[src/rtl/axi_inf_write_burst_splitter_pkg.sv]
// Shared AXI constants, FSM state encoding and elaboration helpers for the
// write burst splitter and its length FIFO.
package axi_inf_write_burst_splitter_pkg;

    localparam logic [1:0] BURST_INCR  = 2'b01;
    localparam logic [1:0] RESP_OKAY   = 2'b00;
    localparam int         BOUNDARY_4K = 4096;

    typedef enum logic [2:0] {
        ST_IDLE   = 3'd0,
        ST_CALC   = 3'd1,
        ST_AW_VLD = 3'd2,
        ST_DRAIN  = 3'd3,
        ST_DONE   = 3'd4
    } state_t;

    // Ceiling log2 for elaboration-time sizing; clog2(1) is 0.
    function automatic int clog2(input int value);
        int result;
        int v;
        result = 0;
        v = value - 1;
        while (v > 0) begin
            result = result + 1;
            v = v >> 1;
        end
        return result;
    endfunction

endpackage

[src/rtl/axi_inf_len_fifo.sv]
// Small synchronous FIFO holding (burst length - 1) for every AW accepted
// whose WLAST has not yet been sent.
module axi_inf_len_fifo
    import axi_inf_write_burst_splitter_pkg::*;
#(
    parameter  int WIDTH = 8,
    parameter  int DEPTH = 4,
    localparam int CNT_W = clog2(DEPTH + 1)
) (
    input  logic             axi_aclk,
    input  logic             axi_resetn,
    input  logic             push,
    input  logic [WIDTH-1:0] push_data,
    input  logic             pop,
    output logic [WIDTH-1:0] head,
    output logic             empty,
    output logic             full,
    output logic [CNT_W-1:0] count
);

    localparam int PTR_W = (DEPTH > 1) ? clog2(DEPTH) : 1;

    logic [WIDTH-1:0] mem [DEPTH];
    logic [PTR_W-1:0] wr_ptr;
    logic [PTR_W-1:0] rd_ptr;
    logic             do_push;
    logic             do_pop;

    assign do_push = push && !full;
    assign do_pop  = pop && !empty;
    assign empty   = (count == '0);
    assign full    = (count == CNT_W'(DEPTH));
    assign head    = mem[rd_ptr];

    // Pointers wrap explicitly so DEPTH need not fill the pointer range.
    function automatic logic [PTR_W-1:0] ptr_inc(input logic [PTR_W-1:0] p);
        if (p == PTR_W'(DEPTH - 1)) begin
            return '0;
        end
        return p + PTR_W'(1);
    endfunction

    always_ff @(posedge axi_aclk or negedge axi_resetn) begin
        if (!axi_resetn) begin
            wr_ptr <= '0;
            rd_ptr <= '0;
            count  <= '0;
            for (int i = 0; i < DEPTH; i++) begin
                mem[i] <= '0;
            end
        end else begin
            if (do_push) begin
                mem[wr_ptr] <= push_data;
                wr_ptr      <= ptr_inc(wr_ptr);
            end
            if (do_pop) begin
                rd_ptr <= ptr_inc(rd_ptr);
            end
            case ({do_push, do_pop})
                2'b10:   count <= count + CNT_W'(1);
                2'b01:   count <= count - CNT_W'(1);
                default: count <= count;
            endcase
        end
    end

endmodule

[src/rtl/axi_inf_write_burst_splitter.sv]
// Splits one long AXI4 write request into INCR bursts bounded by MAX_BURST
// and 4 KB pages; issues AW, generates WLAST and tracks B responses.
module axi_inf_write_burst_splitter
    import axi_inf_write_burst_splitter_pkg::*;
#(
    parameter int IDSIZE    = 3,
    parameter int ID        = 0,
    parameter int ASIZE     = 32,
    parameter int DSIZE     = 256,
    parameter int LSIZE     = 8,
    parameter int TLSIZE    = 16,
    parameter int MAX_BURST = 64,
    parameter int MAX_OUT   = 4
) (
    input  logic              axi_aclk,
    input  logic              axi_resetn,
    input  logic              write_req,
    input  logic [ASIZE-1:0]  req_addr,
    input  logic [TLSIZE-1:0] req_len,
    output logic              req_resp,
    output logic              req_done,
    output logic              req_err,
    output logic              pull_data_en,
    output logic [IDSIZE-1:0] axi_awid,
    output logic [ASIZE-1:0]  axi_awaddr,
    output logic [LSIZE-1:0]  axi_awlen,
    output logic [2:0]        axi_awsize,
    output logic [1:0]        axi_awburst,
    output logic              axi_awlock,
    output logic [3:0]        axi_awcache,
    output logic [2:0]        axi_awprot,
    output logic [3:0]        axi_awqos,
    output logic              axi_awvalid,
    input  logic              axi_awready,
    output logic              axi_wlast,
    input  logic              axi_wvalid,
    input  logic              axi_wready,
    output logic              axi_bready,
    input  logic [IDSIZE-1:0] axi_bid,
    input  logic [1:0]        axi_bresp,
    input  logic              axi_bvalid,
    output logic [2:0]        dbg_state
);

    localparam int BYTES = DSIZE / 8;
    localparam int LOG_B = clog2(BYTES);
    localparam int OUT_W = clog2(MAX_OUT + 1);

    // Handshake rule on every channel: a transfer happens on the rising edge
    // where valid && ready; the sender holds payload stable while waiting.

    state_t            state;
    state_t            state_nxt;
    logic [ASIZE-1:0]  cur_addr;
    logic [TLSIZE-1:0] rem;
    logic [LSIZE-1:0]  blen_m1;
    logic [LSIZE:0]    blen_full;
    logic [OUT_W-1:0]  out_cnt;
    logic [LSIZE-1:0]  beat_cnt;
    logic              err_acc;
    logic              req_resp_q;
    logic              pull_q;

    logic [31:0]       room;
    logic [31:0]       blen_c;

    logic              accept;
    logic              aw_hs;
    logic              b_hs;
    logic              w_hs;
    logic              fifo_pop;
    logic [LSIZE-1:0]  fifo_head;
    logic              fifo_empty;
    logic              fifo_full;
    logic [OUT_W-1:0]  fifo_count;

    assign accept    = (state == ST_IDLE) && write_req;
    assign aw_hs     = (state == ST_AW_VLD) && axi_awready;
    assign b_hs      = axi_bvalid && axi_bready && (axi_bid == IDSIZE'(ID));
    assign w_hs      = axi_wvalid && axi_wready && !fifo_empty;
    assign fifo_pop  = w_hs && axi_wlast;
    assign blen_full = {1'b0, blen_m1} + (LSIZE + 1)'(1);

    // Beats left before the next 4 KB page, capped by burst size and remainder.
    always_comb begin
        room   = '0;
        blen_c = '0;
        room   = (32'(BOUNDARY_4K) - {20'd0, cur_addr[11:0]}) >> LOG_B;
        blen_c = 32'(rem);
        if (blen_c > 32'(MAX_BURST)) begin
            blen_c = 32'(MAX_BURST);
        end
        if (blen_c > room) begin
            blen_c = room;
        end
    end

    always_ff @(posedge axi_aclk or negedge axi_resetn) begin
        if (!axi_resetn) begin
            state <= ST_IDLE;
        end else begin
            state <= state_nxt;
        end
    end

    always_comb begin
        state_nxt = state;
        case (state)
            ST_IDLE: begin
                if (write_req) begin
                    state_nxt = ST_CALC;
                end
            end
            ST_CALC: begin
                if (rem == '0) begin
                    state_nxt = ST_DRAIN;
                end else if ((out_cnt < OUT_W'(MAX_OUT)) && !fifo_full) begin
                    state_nxt = ST_AW_VLD;
                end
            end
            ST_AW_VLD: begin
                if (axi_awready) begin
                    state_nxt = ST_CALC;
                end
            end
            ST_DRAIN: begin
                if (fifo_empty && (out_cnt == '0)) begin
                    state_nxt = ST_DONE;
                end
            end
            ST_DONE: begin
                state_nxt = ST_IDLE;
            end
            default: begin
                state_nxt = ST_IDLE;
            end
        endcase
    end

    always_ff @(posedge axi_aclk or negedge axi_resetn) begin
        if (!axi_resetn) begin
            cur_addr   <= '0;
            rem        <= '0;
            blen_m1    <= '0;
            err_acc    <= 1'b0;
            req_resp_q <= 1'b0;
        end else begin
            req_resp_q <= accept;
            if (accept) begin
                cur_addr <= req_addr & ~ASIZE'(BYTES - 1);
                rem      <= req_len;
                err_acc  <= 1'b0;
            end
            if ((state == ST_CALC) && (rem != '0)) begin
                blen_m1 <= LSIZE'(blen_c - 32'd1);
            end
            if (aw_hs) begin
                cur_addr <= cur_addr + (ASIZE'(blen_full) << LOG_B);
                rem      <= rem - TLSIZE'(blen_full);
            end
            if (b_hs && (axi_bresp != RESP_OKAY)) begin
                err_acc <= 1'b1;
            end
        end
    end

    // out_cnt: bursts whose AW was accepted but whose B has not returned.
    always_ff @(posedge axi_aclk or negedge axi_resetn) begin
        if (!axi_resetn) begin
            out_cnt  <= '0;
            beat_cnt <= '0;
            pull_q   <= 1'b0;
        end else begin
            case ({aw_hs, b_hs})
                2'b10:   out_cnt <= out_cnt + OUT_W'(1);
                2'b01:   out_cnt <= out_cnt - OUT_W'(1);
                default: out_cnt <= out_cnt;
            endcase
            if (fifo_pop) begin
                beat_cnt <= '0;
            end else if (w_hs) begin
                beat_cnt <= beat_cnt + LSIZE'(1);
            end
            // Registered view of next-cycle occupancy so no beat is invited
            // after the final WLAST.
            pull_q <= aw_hs || (fifo_count > OUT_W'(1)) ||
                      ((fifo_count == OUT_W'(1)) && !fifo_pop);
        end
    end

    axi_inf_len_fifo #(
        .WIDTH (LSIZE),
        .DEPTH (MAX_OUT)
    ) u_len_fifo (
        .axi_aclk   (axi_aclk),
        .axi_resetn (axi_resetn),
        .push       (aw_hs),
        .push_data  (blen_m1),
        .pop        (fifo_pop),
        .head       (fifo_head),
        .empty      (fifo_empty),
        .full       (fifo_full),
        .count      (fifo_count)
    );

    assign axi_awid     = IDSIZE'(ID);
    assign axi_awaddr   = cur_addr;
    assign axi_awlen    = blen_m1;
    assign axi_awsize   = 3'(LOG_B);
    assign axi_awburst  = BURST_INCR;
    assign axi_awlock   = 1'b0;
    assign axi_awcache  = 4'd0;
    assign axi_awprot   = 3'd0;
    assign axi_awqos    = 4'd0;
    assign axi_awvalid  = (state == ST_AW_VLD);
    assign axi_wlast    = !fifo_empty && (beat_cnt == fifo_head);
    assign axi_bready   = (out_cnt != '0);
    assign req_resp     = req_resp_q;
    assign req_done     = (state == ST_DONE);
    assign req_err      = (state == ST_DONE) && err_acc;
    assign pull_data_en = pull_q;
    assign dbg_state    = state;

endmodule

[config.mk]
export PLATFORM = sky130hd
export DESIGN_NAME = axi_inf_write_burst_splitter
export DESIGN_NICKNAME = d
export VERILOG_FILES = /design/src/rtl/axi_inf_write_burst_splitter_pkg.sv /design/src/rtl/axi_inf_len_fifo.sv /design/src/rtl/axi_inf_write_burst_splitter.sv
export SDC_FILE = /design/constraint.sdc
export NUM_CORES = 1
export LEC_CHECK = 0
export CAP_MARGIN = 20
export CORE_UTILIZATION = 60
export DETAILED_ROUTE_END_ITERATION = 10
export DONT_BUFFER_PORTS = 1
export GPL_ROUTABILITY_DRIVEN = 0
export PLACE_DENSITY = 0.81
export SYNTH_ARGS = -nofsm -noshare
export SYNTH_HDL_FRONTEND = slang
export SYNTH_HIERARCHICAL = 1
export SYNTH_SLANG_ARGS = --single-unit
[constraint.sdc]
create_clock -name axi_aclk -period 7.8 [get_ports axi_aclk]
set_clock_uncertainty 0.05 [all_clocks]
set_input_delay 1.56 -clock axi_aclk [delete_from_list [all_inputs] [get_ports axi_aclk]]
set_output_delay 1.56 -clock axi_aclk [all_outputs]
set_load 0.02 [all_outputs]
* Word level (Yosys, flattened, before mapping)
Index checks and enable logic that the tools add are counted.
Storage, ports and cells: output and inout bits 70, word-level logic and storage cells 122, bits in registers 112
Cells by class: mux-type cells 32, bitwise logic cells 2, order comparisons 7, equal/unequal tests 17, reductions and logical operators 36, add/sub/neg operators 12
Operator list (count):
- two-way mux 32 bit | 2
- two-way mux 16 bit | 3
- two-way mux 8 bit | 6
- adder 32 x 14 -> 32 bit | 1
- bitwise mux 32 bit | 1
- > comparator 16 x 27 -> 1 bit | 1
- logical AND 1 bit | 17
- binary-select mux 8 bit (select 2 bit) | 1
- demux 8 bit (select 2 bit) | 1
- > comparator 16 x 7 -> 1 bit (second input constant) | 1
- zero test 16 bit | 1
- nonzero test 16 bit | 1
- subtractor 16 x 9 -> 16 bit | 1
- two-way mux 3 bit | 5
- subtractor 13 x 12 -> 14 bit (first input constant) | 1
- zero test 3 bit | 4
- one-hot mux 3 bit (2 select lines) | 2
- one-hot mux 3 bit (4 select lines) | 1
- nonzero test 2 bit | 6
- adder 8 x 1 -> 9 bit (second input constant) | 1
- adder 8 x 1 -> 8 bit (second input constant) | 1
- equality test 2 bit (second input constant) | 4
- equality test 8 bit | 1
- two-way mux 2 bit | 4
- other kinds (21) | 39

* Logic depth before layout (Yosys ltp)
depth after elaboration 10, gate-level depth with buffers 19

* Cells and area by module
The synthesis kept the hierarchy.
Modules (own cells, without submodules):
- axi_inf_write_burst_splitter | instances 1, cells each 620, area an instance 5250.0 µm², sequential area each 1701.6 µm²
- axi_inf_len_fifo | instances 1, cells each 117, area an instance 1808.0 µm², sequential area each 975.9 µm²

* Worst setup path before layout
Ideal clock, no wire load.
path kind reg-to-output, start point register u_len_fifo.rd_ptr[0], end point output axi_wlast, path slack 3.797 ns, cell stages (with the launch flop) 6, path buffers 1, arrival time 2.393 ns, data required time 6.190 ns, cells stage by stage dfrtp_1 > buf_2 > mux4_2 > xnor2_1 > nand3_1 > nor4_1
Between the ends: cells in the longest elaborated chain, start to end 6
Ends and longest elaborated chain:
- from (decl) | line axi_inf_len_fifo.sv:25 | logic [PTR_W-1:0] rd_ptr;
- from (signal assigned) | line axi_inf_len_fifo.sv:57 | rd_ptr <= ptr_inc(rd_ptr);
- inverter 2 -> 3 bit (implied by the code) | line axi_inf_len_fifo.sv:33 | assign head = mem[rd_ptr];
- binary-select mux 8 bit (select 2 bit) | line axi_inf_len_fifo.sv:33
- two-way mux 8 bit (implied by the code) (2 in a row) | line axi_inf_len_fifo.sv:33
- via fifo_head[6] | line axi_inf_write_burst_splitter.sv:72 | logic [LSIZE-1:0] fifo_head;
- equality test 8 bit | line axi_inf_write_burst_splitter.sv:216 | assign axi_wlast = !fifo_empty && (beat_cnt == fifo_head);
- logical AND 1 bit | line axi_inf_write_burst_splitter.sv:216
- to (decl) | line axi_inf_write_burst_splitter.sv:35 | output logic axi_wlast,
The timed path passes the listed nets, and every way through them passes these cells. The select of a mux whose other input is x is not followed.

* Worst setup path after layout
start point register rem[3], end point register blen_m1[6], in the netlist axi_awlen[6]
Between the ends: cells in the longest elaborated chain, start to end 5, elaborated cells between the ends (all ways) 7, classes of those cells add/sub (1); order compare (2); mux (2); reduce/logical (2)
Ends and longest elaborated chain:
- from (decl) | line axi_inf_write_burst_splitter.sv:55 | logic [TLSIZE-1:0] rem;
- from (signal assigned) | line axi_inf_write_burst_splitter.sv:151 | rem <= req_len;
- from (signal assigned) | line axi_inf_write_burst_splitter.sv:159 | rem <= rem - TLSIZE'(blen_full);
- > comparator 16 x 7 -> 1 bit | line axi_inf_write_burst_splitter.sv:90 | if (blen_c > 32'(MAX_BURST)) begin
- two-way mux 16 bit | line axi_inf_write_burst_splitter.sv:90
- > comparator 16 x 27 -> 1 bit | line axi_inf_write_burst_splitter.sv:93 | if (blen_c > room) begin
- two-way mux 8 bit | line axi_inf_write_burst_splitter.sv:93
- subtractor 8 x 1 -> 8 bit | line axi_inf_write_burst_splitter.sv:155 | blen_m1 <= LSIZE'(blen_c - 32'd1);
- to (signal assigned) | line axi_inf_write_burst_splitter.sv:155
- to (decl) | line axi_inf_write_burst_splitter.sv:56 | logic [LSIZE-1:0] blen_m1;
Several ways; a longest one is shown, not always the timed one. A chain may end at the register's enable or synchronous reset.

==> impl_results.html <==
<table>
<tr><th>Metric</th><th>Value</th></tr>
<tr><th colspan="2">Status</th></tr>
<tr><td>Run status</td><td>completed</td></tr>
<tr><th colspan="2">Min path</th></tr>
<tr><td>Hold crit path type</td><td>reg -&gt; reg</td></tr>
<tr><th colspan="2">Worst setup path</th></tr>
<tr><td>Setup crit start kind</td><td>flip-flop</td></tr>
<tr><td>Cell chain of the critical path</td><td>or4_1 &gt; or3_4 &gt; a21oi_4 &gt; and2_1 &gt; ha_1 &gt; nor2b_1 &gt; o211ai_1 &gt; a21oi_1 &gt; nor2_1 &gt; mux2_4 &gt; ha_1 &gt; inv_1 &gt; nor2_1 &gt; mux2i_1 &gt; nor4_1 &gt; a21oi_1 &gt; o31ai_1</td></tr>
<tr><td>Crit Reg-Reg Startpoint</td><td>rem[3]$_DFFE_PN0P_</td></tr>
<tr><td>Register-to-Register Path Depth</td><td>17</td></tr>
<tr><td>Crit path max-delay cell type</td><td>or4_1</td></tr>
<tr><td>Required time of the critical path</td><td>7.98 ns</td></tr>
<tr><td>Maximum single-stage delay on the critical path</td><td>0.58 ns</td></tr>
<tr><td>Capture instance of the worst register-to-register path</td><td>axi_awlen[6]$_DFFE_PN0P_</td></tr>
<tr><td>Arrival time worst endpoint</td><td>4.74 ns</td></tr>
<tr><td>CP endpoint kind</td><td>flip-flop</td></tr>
<tr><td>Slack of the worst reg-to-reg path</td><td>3.23 ns</td></tr>
<tr><td>Launching element of the worst setup path</td><td>rem[3]$_DFFE_PN0P_</td></tr>
<tr><td>Termination of the worst setup path</td><td>axi_awlen[6]$_DFFE_PN0P_</td></tr>
<tr><td>Critical Setup Path Class</td><td>reg -&gt; reg</td></tr>
<tr><td>Maximum fanout along the worst path</td><td>8</td></tr>
<tr><th colspan="2">Synth</th></tr>
<tr><td>Average cell area after synthesis</td><td>9.58 um2</td></tr>
<tr><td>Sequential share of the synthesized area</td><td>0.379</td></tr>
<tr><td>Post-synthesis cell count</td><td>737</td></tr>
<tr><td>Synth unique cells</td><td>73</td></tr>
<tr><td>Yosys warns</td><td>6</td></tr>
<tr><td>Number of synthesized flops with an enable pin</td><td>0</td></tr>
<tr><td>Synth area leader</td><td>dfrtp_1</td></tr>
<tr><td>Leading register cell type out of synthesis</td><td>dfrtp_1</td></tr>
<tr><td>Area share of the leading cell type in the synthesized netlist</td><td>0.379</td></tr>
<tr><td>Post-synth ARST share</td><td>1.00</td></tr>
<tr><td>Synth top area cells</td><td>dfrtp_1 38%, ha_1 6.7%, mux2_2 6.1%</td></tr>
<tr><td>Synthesized cell area</td><td>7060 um2</td></tr>
<tr><td>Flop and latch count out of synthesis</td><td>107</td></tr>
<tr><th colspan="2">Final layout</th></tr>
<tr><td>Fillers</td><td>911</td></tr>
<tr><td>Ratio of cells with drive above 1 in the final layout</td><td>0.120</td></tr>
<tr><td>Final cell utilization of the core</td><td>0.651</td></tr>
<tr><td>Area grow syn2layout</td><td>5.30%</td></tr>
<tr><td>Ant. Diodes</td><td>0</td></tr>
<tr><td>Post-layout net count</td><td>832</td></tr>
<tr><th colspan="2">Drt</th></tr>
<tr><td>Total wire length</td><td>16.7 mm</td></tr>
<tr><td>ANT nets after route</td><td>0</td></tr>
<tr><td>Remaining design rule violation count</td><td>0</td></tr>
<tr><td>Pre-antenna DRT Iters</td><td>6</td></tr>
<tr><td>Per-cell routed wire length</td><td>19.0 um</td></tr>
<tr><td>Iteration-0 DRC Markers</td><td>323</td></tr>
<tr><td>Via density per instance</td><td>6.46</td></tr>
<tr><td>Routed via count</td><td>5670</td></tr>
<tr><th colspan="2">Timing</th></tr>
<tr><td>Final count of hold timing violations</td><td>0</td></tr>
<tr><td>Setup TNS</td><td>0 ns</td></tr>
<tr><td>Portion of the clock cycle consumed by the worst path in the final layout</td><td>0.585</td></tr>
<tr><td>Relative max-transition margin</td><td>0.306</td></tr>
<tr><td>Slew of the pin with the lowest slew margin</td><td>1.04 ns</td></tr>
<tr><td>Max Fclk</td><td>219 MHz</td></tr>
<tr><td>Time the final worst path needs with I/O delays and setup</td><td>4.57 ns</td></tr>
<tr><td>Endpoints failing setup</td><td>0</td></tr>
<tr><td>RSZ-0062 raised after global routing</td><td>false</td></tr>
<tr><td>Final hold slack</td><td>0.424 ns</td></tr>
<tr><td>Max-slew violation total from the final report</td><td>0</td></tr>
<tr><th colspan="2">Clock network</th></tr>
<tr><td>CTS root buffer</td><td>clkbuf_16</td></tr>
<tr><td>Number of buffers inserted during clock tree synthesis</td><td>9</td></tr>
<tr><td>Skew-Pair Late Insertion Delay</td><td>0.36 ns</td></tr>
<tr><td># H-tree levels</td><td>3</td></tr>
<tr><td>CTS resizes</td><td>0</td></tr>
<tr><td>CTS sink cnt</td><td>107</td></tr>
<tr><td>Hold-fix buffers at CTS</td><td>0</td></tr>
<tr><td>Post CTS Setup Buffer Count</td><td>0</td></tr>
<tr><td>CTS clock-pin slew for the worst setup and hold paths</td><td>0.08 ns</td></tr>
<tr><td>Maximum number of buffers from clock root to sink</td><td>2</td></tr>
<tr><td>Clock tree from TritonCTS</td><td>built</td></tr>
<tr><th colspan="2">Floorplanning</th></tr>
<tr><td>Die span in y</td><td>110 um</td></tr>
<tr><td>Area of the die</td><td>12200 um2</td></tr>
<tr><td>Row cnt</td><td>39</td></tr>
<tr><td>Core footprint</td><td>11400 um2</td></tr>
<tr><td>I/O pin cnt</td><td>130</td></tr>
<tr><td>Die X</td><td>110 um</td></tr>
<tr><td>Initial cell density of the core</td><td>0.618</td></tr>
<tr><th colspan="2">GRT</th></tr>
<tr><td>GR Overflow Total</td><td>0</td></tr>
<tr><td>Initial antenna violation count</td><td>0</td></tr>
<tr><td>Vias in the first global route</td><td>5872</td></tr>
<tr><td>Maximum number of pins on one net before global-route repair</td><td>108</td></tr>
<tr><td>Overall fraction of global-route tracks in use</td><td>0.285</td></tr>
<tr><td>Global-route wire length before repair</td><td>28.1 mm</td></tr>
<tr><th colspan="2">Pwr</th></tr>
<tr><td>Leakage</td><td>3.26 nW</td></tr>
<tr><td>Peak VDD IR</td><td>0.414 mV</td></tr>
<tr><td>Power Density</td><td>463 nW/um2</td></tr>
<tr><th colspan="2">Run</th></tr>
<tr><td>Total of max-cap violations</td><td>0</td></tr>
<tr><th colspan="2">Placement</th></tr>
<tr><td>Hpwl dp</td><td>11.6 mm</td></tr>
<tr><td>Count of input and output buffers</td><td>0</td></tr>
</table>
-- through the flow --
stage	instances	worst slack, ns	area, um2	total power, mW
2_1_floorplan	761	3.80	7150	2.50
3_3_place_gp	861	3.53	7090	2.79
4_1_cts	877	3.27	7420	3.43
6_report	878	3.23	7430	3.44
3_5_place_dp	861	3.40	7090	2.90
5_1_grt	878	2.98	7430	3.72
-- critical path, delay by kind of cell (launching register included) --
| family | cells | cell delay [ns] |
|---|---|---|
| adders and majority gates | 2 | 0.53 |
| AOI/OAI and AO/OA | 5 | 0.82 |
| buffers and inverters | 1 | 0.13 |
| and+or+nand+nor | 7 | 1.92 |
| muxes | 2 | 0.50 |
| DFF | 1 | 0.48 |
-- report_power, final --
part	total [mW]	leakage (nW)	switching (mW)	internal [mW]
Combinational	1.69	1.81	0.917	0.770
Sequential	1.24	1.30	0.440	0.799
Clock	0.516	0.161	0.222	0.294
-- sequential cells by signal (all words and copies together), names as in the netlist --
| name | cells |
|---|---|
| req_resp | 1 |
| u_len_fifo/wr_ptr | 2 |
| u_len_fifo/mem | 32 |
| u_len_fifo/count | 3 |
| dbg_state | 3 |
| err_acc | 1 |
| pull_data_en | 1 |
| out_cnt | 3 |
| axi_awlen | 8 |
| beat_cnt | 8 |
| u_len_fifo/rd_ptr | 2 |
| rem | 16 |
| axi_awaddr | 27 |
-- synth_stat cells (all sizes together), types with 4 or more instances --
cell	number
nor4	5
a31oi	8
mux2i	4
a211oi	11
nor3b	5
nand2	58
nand4	9
o22ai	9
o21a	9
a21oi	26
a22o	4
o31ai	5
dfrtp	107
a21o	5
buf	31
nor2b	6
o21ai	43
or2	4
o311ai	6
nand2b	12
clkbuf	16
ha	38
and2	12
and3	14
nand3	23
fa	4
o221a	4
or3	11
inv	36
xnor2	22
a22oi	6
o211ai	7
nor2	54
xor2	21
mux2	39
nor3	19
mux4	8
-- layer usage --
| layer | share of wire | vias to the layer above | GRT usage | routed length [um] |
|---|---|---|---|---|
| li1 | - | 2621 | - | - |
| met1 | 0.41 | 2790 | 0.356 | 6860 |
| met2 | 0.49 | 222 | 0.471 | 8120 |
| met3 | 0.074 | 37 | 0.0768 | 1230 |
| met4 | 0.027 | 0 | 0.110 | 442 |
| met5 | 0 | - | 0 | 0 |
-- cells in the final DEF (no fill, tap or decap), drive strengths merged, types with 22 or more instances in the layout --
| cell | count |
|---|---|
| ha | 38 |
| nand2 | 58 |
| a21oi | 26 |
| xnor2 | 22 |
| o21ai | 43 |
| dfrtp | 107 |
| mux2 | 39 |
| inv | 37 |
| nand3 | 23 |
| conb | 26 |
| nor2 | 54 |
-- cells by family after synthesis --
| kind of cell | share of synthesized area |
|---|---|
| DFF | 0.379 |
| other | 0.00106 |
| xor gates and xnor gates | 0.0534 |
| adders and majority gates | 0.0787 |
| muxes | 0.0940 |
| and+or+nand+nor | 0.176 |
| buffers and inverters | 0.0580 |
| AOI/OAI and AO/OA | 0.159 |
-- worst min path at each step --
| stage | slack, ns | depth (start not counted) | startpoint | to |
|---|---|---|---|---|
| finish | 0.42 | 2 | err_acc$_DFFE_PN0P_ | err_acc$_DFFE_PN0P_ |
| global route | 0.46 | 2 | err_acc$_DFFE_PN0P_ | err_acc$_DFFE_PN0P_ |
| CTS | 0.43 | 2 | err_acc$_DFFE_PN0P_ | err_acc$_DFFE_PN0P_ |
| detailed placement | 0.42 | 2 | err_acc$_DFFE_PN0P_ | err_acc$_DFFE_PN0P_ |
| global placement | 0.40 | 2 | err_acc$_DFFE_PN0P_ | err_acc$_DFFE_PN0P_ |
| floorplan | 0.38 | 2 | err_acc$_DFFE_PN0P_ | err_acc$_DFFE_PN0P_ |
-- layout make-up --
class	count	area (um2)	share of cell area
Multi-Input combinational cell	571	4070	0.547
Sequential cell	107	2680	0.360
Clock buffer	10	239	0.0322
Tap cell	143	179	0.0241
Inverter	36	135	0.0182
Clock inverter	6	96.3	0.0130
Timing Repair Buffer	5	37.5	0.00505
Power figures use the tool's default switching activity.
